--- config.mk ---
export PLATFORM = sky130hd
export DESIGN_NAME = seq_frame_gen
export DESIGN_NICKNAME = d
export VERILOG_FILES = /design/src/rtl/seq_pkg.sv /design/src/rtl/seq_ref_model.sv /design/src/rtl/seq_frame_gen.sv
export SDC_FILE = /design/constraint.sdc
export NUM_CORES = 1
export LEC_CHECK = 0
export BUFFER_PORTS_ARGS = -buffer_cell sky130_fd_sc_hd__buf_2
export CAP_MARGIN = 40
export CORE_MARGIN = 3
export CORE_UTILIZATION = 55
export DETAILED_ROUTE_END_ITERATION = 6
export GPL_ROUTABILITY_DRIVEN = 0
export PLACE_DENSITY = 0.78
export SLEW_MARGIN = 30
export SYNTH_ARGS = -nofsm -noshare
export SYNTH_HDL_FRONTEND = slang
export SYNTH_SLANG_ARGS = --single-unit
--- constraint.sdc ---
create_clock -name clk -period 2 [get_ports clk]
set_input_delay 0.3 -clock clk [delete_from_list [all_inputs] [get_ports clk]]
set_output_delay 0.3 -clock clk [all_outputs]
set_load 0.03 [all_outputs]
--- src/rtl/seq_pkg.sv ---
// Shared definitions for the sequence frame generator, the recognizer and their benches.
package seq_pkg;

  // Frame generator FSM states
  typedef enum logic [1:0] {
    IDLE  = 2'd0,
    CLR   = 2'd1,
    SHIFT = 2'd2,
    DONE  = 2'd3
  } state_e;

  // Saturation point of the "ones seen" counter: two 1s are all the recognizer needs
  localparam logic [1:0] ONES_SAT = 2'd2;

endpackage

--- src/rtl/seq_ref_model.sv ---
// Reference model of the "at least two 1s and an odd number of 0s" recognizer.
// Tracks a saturating ones counter and the zero-count parity; expect_f is the
// registered Moore output, expect_nxt is the value it takes at the next edge.
module seq_ref_model (
  input  logic clk,
  input  logic rst,        // asynchronous, active-low
  input  logic clr,        // synchronous clear of the model state
  input  logic en,         // a valid bit is present on bit_in this cycle
  input  logic bit_in,
  output logic expect_f,
  output logic expect_nxt
);
  import seq_pkg::*;

  logic [1:0] ones_q, ones_d;
  logic       zpar_q, zpar_d;
  logic       f_q;

  // Next-state of the model: clear wins, otherwise consume one bit when enabled
  always_comb begin
    ones_d = ones_q;
    zpar_d = zpar_q;
    if (clr) begin
      ones_d = 2'd0;
      zpar_d = 1'b0;
    end else if (en) begin
      if (bit_in) begin
        if (ones_q != ONES_SAT) begin
          ones_d = ones_q + 2'd1;
        end else begin
          ones_d = ones_q;
        end
      end else begin
        zpar_d = ~zpar_q;
      end
    end else begin
      ones_d = ones_q;
      zpar_d = zpar_q;
    end
    expect_nxt = (ones_d == ONES_SAT) & zpar_d;
  end

  // Model state and registered verdict
  always_ff @(posedge clk or negedge rst) begin
    if (!rst) begin
      ones_q <= 2'd0;
      zpar_q <= 1'b0;
      f_q    <= 1'b0;
    end else begin
      ones_q <= ones_d;
      zpar_q <= zpar_d;
      f_q    <= expect_nxt;
    end
  end

  assign expect_f = f_q;

endmodule

--- src/rtl/seq_frame_gen.sv ---
// Serial stimulus transmitter for the two-ones / odd-zeros recognizer.
// Accepts a frame on start, clears the recognizer for one cycle, shifts the
// frame out LSB-first and reports the model's end-of-frame verdict with done.
module seq_frame_gen #(
  parameter int WIDTH = 8,
  parameter int LW    = $clog2(WIDTH + 1)
) (
  input  logic             clk,
  input  logic             rst,          // asynchronous, active-low
  input  logic             start,
  input  logic [WIDTH-1:0] data,
  input  logic [LW-1:0]    len,
  output logic             busy,
  output logic             x,
  output logic             x_valid,
  output logic             rcv_clr,
  output logic             expect_f,
  output logic             done,
  output logic             frame_accept
);
  import seq_pkg::*;

  localparam logic [LW-1:0] WIDTH_L = LW'(WIDTH);
  localparam logic [LW-1:0] ONE_L   = LW'(1);

  state_e           state_q;
  logic [WIDTH-1:0] sreg_q;
  logic [LW-1:0]    cnt_q;
  logic [LW-1:0]    cnt_d;
  logic             busy_q;
  logic             x_q;
  logic             x_valid_q;
  logic             rcv_clr_q;
  logic             done_q;
  logic             frame_accept_q;
  logic             expect_nxt_s;

  // Frame length to load: requests longer than the shift register are clamped
  always_comb begin
    if (len > WIDTH_L) begin
      cnt_d = WIDTH_L;
    end else begin
      cnt_d = len;
    end
  end

  // Handshake, clear, shift and verdict sequencing
  always_ff @(posedge clk or negedge rst) begin
    if (!rst) begin
      state_q        <= IDLE;
      sreg_q         <= '0;
      cnt_q          <= '0;
      busy_q         <= 1'b0;
      x_q            <= 1'b0;
      x_valid_q      <= 1'b0;
      rcv_clr_q      <= 1'b0;
      done_q         <= 1'b0;
      frame_accept_q <= 1'b0;
    end else begin
      case (state_q)
        IDLE: begin
          if (start) begin
            sreg_q         <= data;
            cnt_q          <= cnt_d;
            busy_q         <= 1'b1;
            frame_accept_q <= 1'b0;
            if (cnt_d == '0) begin
              // empty frame: no clear, no bits, straight to the verdict
              state_q <= DONE;
              done_q  <= 1'b1;
            end else begin
              state_q   <= CLR;
              rcv_clr_q <= 1'b1;
            end
          end else begin
            state_q <= IDLE;
          end
        end
        CLR: begin
          rcv_clr_q <= 1'b0;
          x_q       <= sreg_q[0];
          x_valid_q <= 1'b1;
          sreg_q    <= sreg_q >> 1;
          state_q   <= SHIFT;
        end
        SHIFT: begin
          if (cnt_q == ONE_L) begin
            // last bit is being consumed at this edge; capture the model's final F
            x_q            <= 1'b0;
            x_valid_q      <= 1'b0;
            cnt_q          <= '0;
            done_q         <= 1'b1;
            frame_accept_q <= expect_nxt_s;
            state_q        <= DONE;
          end else begin
            x_q     <= sreg_q[0];
            sreg_q  <= sreg_q >> 1;
            cnt_q   <= cnt_q - ONE_L;
            state_q <= SHIFT;
          end
        end
        DONE: begin
          done_q  <= 1'b0;
          busy_q  <= 1'b0;
          state_q <= IDLE;
        end
        default: begin
          state_q   <= IDLE;
          busy_q    <= 1'b0;
          x_q       <= 1'b0;
          x_valid_q <= 1'b0;
          rcv_clr_q <= 1'b0;
          done_q    <= 1'b0;
        end
      endcase
    end
  end

  seq_ref_model u_model (
    .clk        (clk),
    .rst        (rst),
    .clr        (rcv_clr_q),
    .en         (x_valid_q),
    .bit_in     (x_q),
    .expect_f   (expect_f),
    .expect_nxt (expect_nxt_s)
  );

  assign busy         = busy_q;
  assign x            = x_q;
  assign x_valid      = x_valid_q;
  assign rcv_clr      = rcv_clr_q;
  assign done         = done_q;
  assign frame_accept = frame_accept_q;

endmodule

---- After elaboration in Yosys (flattened, before gate mapping) ----
Index checks and enable logic that the tools add are counted.
word-level totals
  register bits after elaboration ......... 24
  output and inout port bits .............. 7
operators by class
  $add $sub $neg .......................... 2
  $lt $le $gt $ge ......................... 1
  equal/unequal tests ..................... 11
  mux-type cells .......................... 34
  bitwise logic cells ..................... 2
  reduce and logical (&&, ||, !) cells .... 15
operators by type and width
  kind                   count
  $pmux W8 S3            1
  $mux W8                2
  $mux W1                14
  $mux W2                6
  $mux W4                3
  $ne A2 B2 Y1 const B   6
  $pmux W1 S2            5
  $reduce_and A3 Y1      3
  $pmux W2 S4            1
  $pmux W4 S2            1
  $reduce_bool A2 Y1     4
  $eq A2 B2 Y1 const B   3
  $reduce_and A2 Y1      3
  $reduce_bool A3 Y1     2
  $eq A4 B1 Y1 const B   1
  $gt A4 B4 Y1 const B   1
  $logic_not A4 Y1       1
  $reduce_and A4 Y1      1
  $sub A4 B1 Y4 const B  1
  $pmux W1 S3            1
  $add A2 B1 Y2 const B  1
  $eq A2 B1 Y1 const B   1
  $logic_not A2 Y1       1
  $and A1 B1 Y1          1
  $not A1 Y1             1

---- Logic depth before layout (Yosys ltp) ----
Gate-level depths: netlist of the first run.
  word-level depth ........................ 9
  mapped depth ............................ 7

---- Cells and area by module ----
From an unflattened synthesis of the first run, not the netlist that was laid out.
second synthesis, totals
  cell total of the unflattened synthesis .. 113
  area, all modules ....................... 1,341.3 µm²
modules (own cells, without submodules)
  module         instances  cells an instance  area an instance (µm²)
  seq_frame_gen  1          97                 1,153.6
  seq_ref_model  1          16                 187.7

---- Least setup slack after synthesis of the first run ----
No wires, ideal clock.
  kind .................................... reg-to-reg
  start point ............................. register state_q[0]
  end point ............................... register sreg_q[0]
  setup time .............................. 0.125 ns
  arrival time ............................ 1.694 ns
  setup slack ............................. 0.181 ns
  cell stages (with the launch flop) ...... 6
  buffers on the path ..................... 1
  cells stage by stage .................... dfrtp_1 > inv_1 > ha_1 > clkbuf_1 > mux2_2 > mux2_2
on the way
  cells in the longest elaborated chain, start to end .. 3
  elaborated cells between the ends (all ways) .. 8
ends and longest elaborated chain
  element                                                       RTL line             text
  start, declared                                               seq_frame_gen.sv:26  state_e state_q;
  start signal, assigned                                        seq_frame_gen.sv:50  state_q <= IDLE;
  start signal, assigned                                        seq_frame_gen.sv:69  state_q <= DONE;
  start signal, assigned                                        seq_frame_gen.sv:72  state_q <= CLR;
  $eq A2 B2 Y1, or another cell as far along                    seq_frame_gen.sv:60  case (state_q)
  $ne A2 B2 Y1 (no line) or $reduce_bool A3 Y1 (tied branches)  n/a
  $reduce_and A3 Y1 (no line)                                   n/a
  end signal, assigned                                          seq_frame_gen.sv:63  sreg_q <= data;
  end signal, assigned                                          seq_frame_gen.sv:83  sreg_q <= sreg_q >> 1;
  end signal, assigned                                          seq_frame_gen.sv:97  sreg_q <= sreg_q >> 1;
  end, declared                                                 seq_frame_gen.sv:27  logic [WIDTH-1:0] sreg_q;
Parallel ways exist; a longest one is shown, timed or not.
A chain may end at the register's enable or synchronous reset.

---- Final worst setup path of the first run ----
  start point ............................. register state_q[1]
  end point ............................... register sreg_q[4]
Same word-level chain as after synthesis.

==> results of run 1 <==
==> registers in the layout (all words and copies together), names as in the netlist <==
name / flops
x: 1
sreg_q: 8
state_q: 2
busy: 1
rcv_clr: 1
done: 1
u_model.ones_q: 2
x_valid: 1
cnt_q: 4
u_model.expect_f: 1
u_model.zpar_q: 1
frame_accept: 1
==> cells by family after synthesis <==
family / Yosys count
AOI/OAI and AO/OA: 26
DFF: 24
adders and majority gates: 9
and+or+nand+nor: 34
buffers and inverters: 16
xor gates and xnor gates: 1
muxes: 18
==> report_power, final <==
group,switching (mW),total [mW],internal (mW)
combinational,0.630,1.27,0.637
clock,0.134,0.204,0.0704
sequential,0.187,0.870,0.684
==> cells in the mapped netlist <==
cell and instances:
sky130_fd_sc_hd__nor3_1 2, sky130_fd_sc_hd__or4_4 1, sky130_fd_sc_hd__nand2b_1 2, sky130_fd_sc_hd__o21ai_0 3, sky130_fd_sc_hd__dfrtp_1 24, sky130_fd_sc_hd__nand4_1 1
sky130_fd_sc_hd__buf_2 2, sky130_fd_sc_hd__a22o_1 1, sky130_fd_sc_hd__or4bb_1 1, sky130_fd_sc_hd__nor2_1 2, sky130_fd_sc_hd__nor3b_2 1, sky130_fd_sc_hd__clkbuf_1 2
sky130_fd_sc_hd__mux2_2 16, sky130_fd_sc_hd__a221o_1 3, sky130_fd_sc_hd__o32ai_2 1, sky130_fd_sc_hd__xnor2_1 1, sky130_fd_sc_hd__nand2_1 5, sky130_fd_sc_hd__a31oi_1 1
sky130_fd_sc_hd__o31ai_1 4, sky130_fd_sc_hd__and3_1 1, sky130_fd_sc_hd__nor4b_1 1, sky130_fd_sc_hd__or3b_1 1, sky130_fd_sc_hd__nor4_1 1, sky130_fd_sc_hd__o211ai_1 1
sky130_fd_sc_hd__a21oi_1 5, sky130_fd_sc_hd__a221oi_4 1, sky130_fd_sc_hd__or4_1 1, sky130_fd_sc_hd__nor2b_1 8, sky130_fd_sc_hd__nand3_1 2, sky130_fd_sc_hd__o2bb2ai_1 1
sky130_fd_sc_hd__inv_1 12, sky130_fd_sc_hd__mux2i_1 2, sky130_fd_sc_hd__ha_1 9, sky130_fd_sc_hd__a31o_2 1, sky130_fd_sc_hd__a2111oi_0 1, sky130_fd_sc_hd__a2111o_1 1
sky130_fd_sc_hd__nand3b_1 1, sky130_fd_sc_hd__o211a_1 1, sky130_fd_sc_hd__nor3b_1 3, sky130_fd_sc_hd__a311oi_1 1
==> worst max-delay path by stage <==
stage / end / slack (ps) / depth (start not counted) / from
after global placement: frame_accept / 220 / 5 / cnt_q[1]
after detailed placement: sreg_q[7] / 160 / 4 / state_q[0]
after floorplan: sreg_q[0] / 180 / 5 / state_q[0]
after CTS: sreg_q[4] / 150 / 4 / state_q[0]
after global routing: cnt_q[2] / 40 / 6 / state_q[0]
final: sreg_q[4] / 160 / 4 / state_q[1]
==> cell type report <==
type,count,area (µm²)
inverters,12,45.0
flip-flops and latches,24,601
clock buffers,3,22.5
repair buffers,26,158
multi-input cells,88,761
fillers,197,718
well taps,28,35.0
==> critical path, delay by kind of cell (launching register included) <==
family                     cells  cell delay [ps]
buffers and inverters          1              100
muxes                          2              650
adders and majority gates      1              550
DFF                            1              420
==> metrics by stage <==
step	util	worst slack (ps)	power [mW]	std cells
after global placement	0.679	223	2.07	177
final	0.693	162	2.34	181
after global routing	0.693	36.1	2.56	181
after floorplan	-	181	1.80	128
after detailed placement	0.679	159	2.16	177
after CTS	0.693	149	2.37	181
==> cell usage in the layout, fill, tap and decap left out, types with 2 or more instances in the layout <==
cell | synthesis | final
sky130_fd_sc_hd__a21oi_1 | 5 | 5
sky130_fd_sc_hd__a221o_1 | 3 | 3
sky130_fd_sc_hd__buf_2 | 2 | 21
sky130_fd_sc_hd__buf_4 | 0 | 3
sky130_fd_sc_hd__clkbuf_4 | 0 | 3
sky130_fd_sc_hd__dfrtp_1 | 24 | 24
sky130_fd_sc_hd__ha_1 | 9 | 9
sky130_fd_sc_hd__inv_1 | 12 | 12
sky130_fd_sc_hd__mux2_2 | 16 | 16
sky130_fd_sc_hd__mux2i_1 | 2 | 2
sky130_fd_sc_hd__nand2_1 | 5 | 5
sky130_fd_sc_hd__nand2b_1 | 2 | 2
sky130_fd_sc_hd__nand3_1 | 2 | 2
sky130_fd_sc_hd__nor2_1 | 2 | 2
sky130_fd_sc_hd__nor2b_1 | 8 | 8
sky130_fd_sc_hd__nor3_1 | 2 | 2
sky130_fd_sc_hd__nor3b_1 | 3 | 3
sky130_fd_sc_hd__o21ai_0 | 3 | 3
sky130_fd_sc_hd__o31ai_1 | 4 | 4
==> layer usage <==
metal  global-route usage  vias to the layer above  wire (µm)
met4               0.0397                        0         27
met2                0.320                       22       1320
met5                    0                        -          0
met3               0.0483                        4        120
li1                     -                      523          -
met1                0.229                      497       1180
==> results.yml, run 1 <==
setup_path:
  critical_path_required_ps: 2200
  setup.worst_path.class: "flip-flop to flip-flop"
  reg2reg_end: "sreg_q[4]"
  crit_path_frequent_cell: "sky130_fd_sc_hd__mux2_2"
  slowest_stage: "sky130_fd_sc_hd__ha_1"
  crit_path_start_kind: "flip-flop"
  timing.rr.start: "state_q[1]"
  worstPathCellList: "inv_1, ha_1, mux2_2, mux2_2"
  critical_path.max_stage_delay_ps: 550
  count_of_cells_along_the_worst_register_to_register_path: 4
  reg2reg_slack_ps: 160
  arrival_ps: 2040
  crit_path_end_kind: "flip-flop"
  path_max_fanout: 13
timing:
  finalSetupViolCount: 0
  relSlewSlack: 0.653
  fin_crit_period_ps: 1840
  hold_viol: 0
  timing.final.max_slew_violations: 0
  timing.setup.tns_ps: 0
  period_utilization_post_route: 0.919
  holdWs_ps: 292
  clock-skew-final_ps: 13.8
  grt_setup_unrepaired: "false"
  worst_slew_pin_slew_ps: 521
  timing.fmax_mhz: 544
hold_path:
  hold_path_depth: 3
  hold-path-endpoint: "state_q[1]"
  hold_start: "start"
  timing.hold.worst.class: "input port to flip-flop"
route:
  viasPerCell: 5.78
  firstDrtPassIters: 6
  dr_total_vias: 1046
  drc: 0
  wire_per_inst_um: 14.6
  route.final.wire_length_um: 2640
  route.antenna.remaining_nets: 0
  drt_iter0_markers: 38
synthesis:
  combinational_family_with_the_most_area_after_synthesis: "compound AO/OA/AOI/OAI gates"
  synth-compound-area-share: 0.156
  synth-adder-area-share: 0.0791
  synth_seq_cells: 24
  synth.yosys.warnings: 0
  area_fraction_of_the_dominant_cell_type_after_synthesis: 0.422
  synth-seq-area-share: 0.422
  ys_types: 40
  synth.largest_area_cell: "sky130_fd_sc_hd__dfrtp_1"
  synth_area_per_cell_um2: 11.1
  synth_xor_xnor_area_share: 0.00615
  synthesis.area_um2: 1420
  post_synth_and_or_nand_nor_area_fraction: 0.153
  synth.mux.area_fraction: 0.141
  postSynthNetCount: 152
  post_synth_main_area_contributors: "sky130_fd_sc_hd__dfrtp_1, sky130_fd_sc_hd__mux2_2, sky130_fd_sc_hd__ha_1"
  netlist_instances: 128
power_and_ir_drop:
  power_leakage_nw: 0.730
  power-per-cell-area_nw_per_um2: 1440
  ir_drop_uv: 942
grt:
  gr-usage-all-layers: 0.185
  grt_overflow: 0
  number_of_antenna_violations_at_the_first_check_in_global_routing: 0
  global_route_wire_length_before_repair_um: 4750
  via_count_of_the_first_global_routing_pass: 1104
  grt_start_max_net_pins: 25
cts:
  cts_max_path_buffers: 2
  tritoncts: "done"
  cts_hold_repair.buffers: 1
  worst_skew_pair.late_latency_ps: 310
  clk_pin_slew_worst_paths_ps: 130
  cts_setup_buffers: 0
  cts_repair_resize_count: 0
  clockRootBuffer: "sky130_fd_sc_hd__clkbuf_4"
  cts_inserted_buffers: 3
  cts-htree-levels: 1
  clock-sinks: 24
floorplan:
  die_area_um2: 3240
  initial_core_util: 0.609
  die_y_um: 56.9
  floorplan.die.width_um: 56.9
  core_area_um2: 2340
  rows: 17
  i_o_pins: 22
placed_design:
  dpl-instance-area_um2: 1590
  numPortBuffers: 21
  final_hpwl_dp_um: 2090
flow_run:
  maxCapViolations: 0
layout:
  number_of_nets_in_the_layout: 179
  final_area_um2: 1620
  syn_to_final_growth_pct: 13.9
  layout-drive-gt1-share: 0.320
  antenna_cell_count: 0
status:
  status: "finished clean"
Note: power is estimated with default switching activity, not from simulation.
==> run 2, diff against run 1 <==
--- a/config.mk
+++ b/config.mk
@@ -8,10 +8,10 @@
 export BUFFER_PORTS_ARGS = -buffer_cell sky130_fd_sc_hd__buf_2
 export CAP_MARGIN = 40
 export CORE_MARGIN = 3
-export CORE_UTILIZATION = 55
+export CORE_UTILIZATION = 56
 export DETAILED_ROUTE_END_ITERATION = 6
 export GPL_ROUTABILITY_DRIVEN = 0
-export PLACE_DENSITY = 0.78
+export PLACE_DENSITY = 0.79
 export SLEW_MARGIN = 30
 export SYNTH_ARGS = -nofsm -noshare
 export SYNTH_HDL_FRONTEND = slang
==> constraint.sdc (replaced) <==
create_clock -name clk -period 2.16 [get_ports clk]
set_input_delay 0 -clock clk [delete_from_list [all_inputs] [get_ports clk]]
set_output_delay 0 -clock clk [all_outputs]
set_load 0.03 [all_outputs]
==> results.yml, run 2 (synthesized netlist as in run 1, its figures left out) <==
status:
  status: "finished clean"
layout:
  top_register: "sreg_q"
  largest_register_ffs: 8
  final_area_um2: 1610
  number_of_nets_in_the_layout: 179
  layout.cells.most_common: "sky130_fd_sc_hd__dfrtp_1"
  multi_input_comb_area_um2: 761
  layout-drive-gt1-share: 0.314
  largestRegisters: "sreg_q: 8 flops, cnt_q: 4 flops"
  mostFrequentLayoutCells: "sky130_fd_sc_hd__dfrtp_1, sky130_fd_sc_hd__buf_2, sky130_fd_sc_hd__mux2_2"
  syn_to_final_growth_pct: 13.2
  antenna_cell_count: 0
  ff_latch_area_um2: 601
  layout.filler_cells: 184
timing:
  timing.fmax_mhz: 542
  finalSetupViolCount: 0
  clock-skew-final_ps: 0.612
  worst_slew_pin_slew_ps: 554
  layout_setup_ws_ps: 314
  timing.final.max_slew_violations: 0
  grt_setup_unrepaired: "false"
  fin_crit_period_ps: 1850
  timing.setup.tns_ps: 0
  period_utilization_post_route: 0.855
  hold_viol: 0
  relSlewSlack: 0.631
route:
  dr_total_vias: 1072
  viasPerCell: 5.92
  firstDrtPassIters: 4
  route.final.wire_length_um: 2690
  drt_iter0_markers: 35
  drc: 0
  wire_per_inst_um: 14.9
  route.antenna.remaining_nets: 0
setup_path:
  critical_path.max_stage_delay_ps: 570
  path_max_fanout: 13
  arrival_ps: 2050
  crit_path_frequent_cell: "sky130_fd_sc_hd__mux2_2"
  crit_cells: 4
  slowest_stage: "sky130_fd_sc_hd__ha_1"
  worstPathCellList: "inv_1, ha_1, mux2_2, mux2_2"
  count_of_cells_along_the_worst_register_to_register_path: 4
  timing.critical_path.buf_inv: 1
  crit_path_end_kind: "flip-flop"
  critical_path_required_ps: 2370
  crit_family: "multiplexers"
  setup.worst_path.class: "flip-flop to flip-flop"
  crit_path_start_kind: "flip-flop"
cts:
  tritoncts: "done"
  cts_max_path_buffers: 2
  cts_setup_buffers: 0
  worst_skew_pair.late_latency_ps: 310
  clockRootBuffer: "sky130_fd_sc_hd__clkbuf_4"
  cts-htree-levels: 1
  clk_pin_slew_worst_paths_ps: 120
  clock-sinks: 24
  cts_inserted_buffers: 3
placed_design:
  final_hpwl_dp_um: 1950
  dpl-instance-area_um2: 1570
  numPortBuffers: 21
  detailedPlace.worstSlack_ps: 331
power_and_ir_drop:
  final_power_mw: 2.12
  power_leakage_nw: 0.724
  power-per-cell-area_nw_per_um2: 1320
  ir_drop_uv: 776
hold_path:
  timing.hold.worst.class: "input port to flip-flop"
  hold_path_depth: 3
floorplan:
  die_y_um: 56.4
  initial_core_util: 0.614
  i_o_pins: 22
  die_area_um2: 3180
  core_area_um2: 2320
  floorplan.die.width_um: 56.4
  rows: 17
grt:
  number_of_antenna_violations_at_the_first_check_in_global_routing: 0
  global_route_wire_length_before_repair_um: 4480
  via_count_of_the_first_global_routing_pass: 1009
  gr-usage-all-layers: 0.179
  grt_start_max_net_pins: 25
  grt_overflow: 0
flow_run:
  maxCapViolations: 0
==> run 2: cell types whose count changed in the layout (fill, tap and decap cells not counted) <==
cell	change
sky130_fd_sc_hd__buf_12	-1
sky130_fd_sc_hd__dlygate4sd3_1	+1
==> run 2: metrics by stage <==
stage                     cells  hold WS, ps   util
after global placement      176         2.42  0.677
after detailed placement    176         20.6  0.677
after global routing        181         39.2  0.695
final                       181         28.8  0.695
after floorplan             128         -296      -
after CTS                   181         23.3  0.695
==> run 2: tightest hold or removal path: cells and delay by family <==
kind / cells / cell delay [ps]
buf+inv: 1 / 70
mux: 1 / 140
simple gates: 1 / 100
==> run 2: final timing paths <==
kind / startpoint / to / slack [ps]
min in group asynchronous: rst / busy / 190
hold reg to reg: sreg_q[2] / sreg_q[2] / 520
max in group asynchronous: rst / cnt_q[3] / 1600
setup reg to reg: state_q[0] / sreg_q[0] / 310
hold / removal: data[7] / sreg_q[7] / 30
setup / recovery: state_q[0] / sreg_q[0] / 310
==> run 2: power breakdown <==
part           internal, mW  switching (mW)  total, mW
clock network        0.0652           0.127      0.192
logic                 0.559           0.565       1.12
registers             0.633           0.173      0.806
total                  1.26           0.865       2.12
==> run 2: what timing repair did <==
action | CTS | global route
hold endpoints to repair | 25 | 0
gates resized for setup | 0 | 0
setup endpoints to repair | 0 | 0
hold buffers | 2 | 0
==> run 2: area by class of cell <==
cell class,instances,area share
clock buffers,3,0.0140
inverters,12,0.0280
multi-input cells,88,0.472
flip-flops and latches,24,0.373
well taps,28,0.0217
repair buffers,26,0.0916
==> run 2: metal layers <==
layer / vias to the layer above / track usage / routed length [µm]
met5: - / 0 / 0
met4: 0 / 0.0881 / 51
met3: 4 / 0.0207 / 138
met2: 33 / 0.294 / 1290
met1: 512 / 0.231 / 1210
li1: 523 / - / -
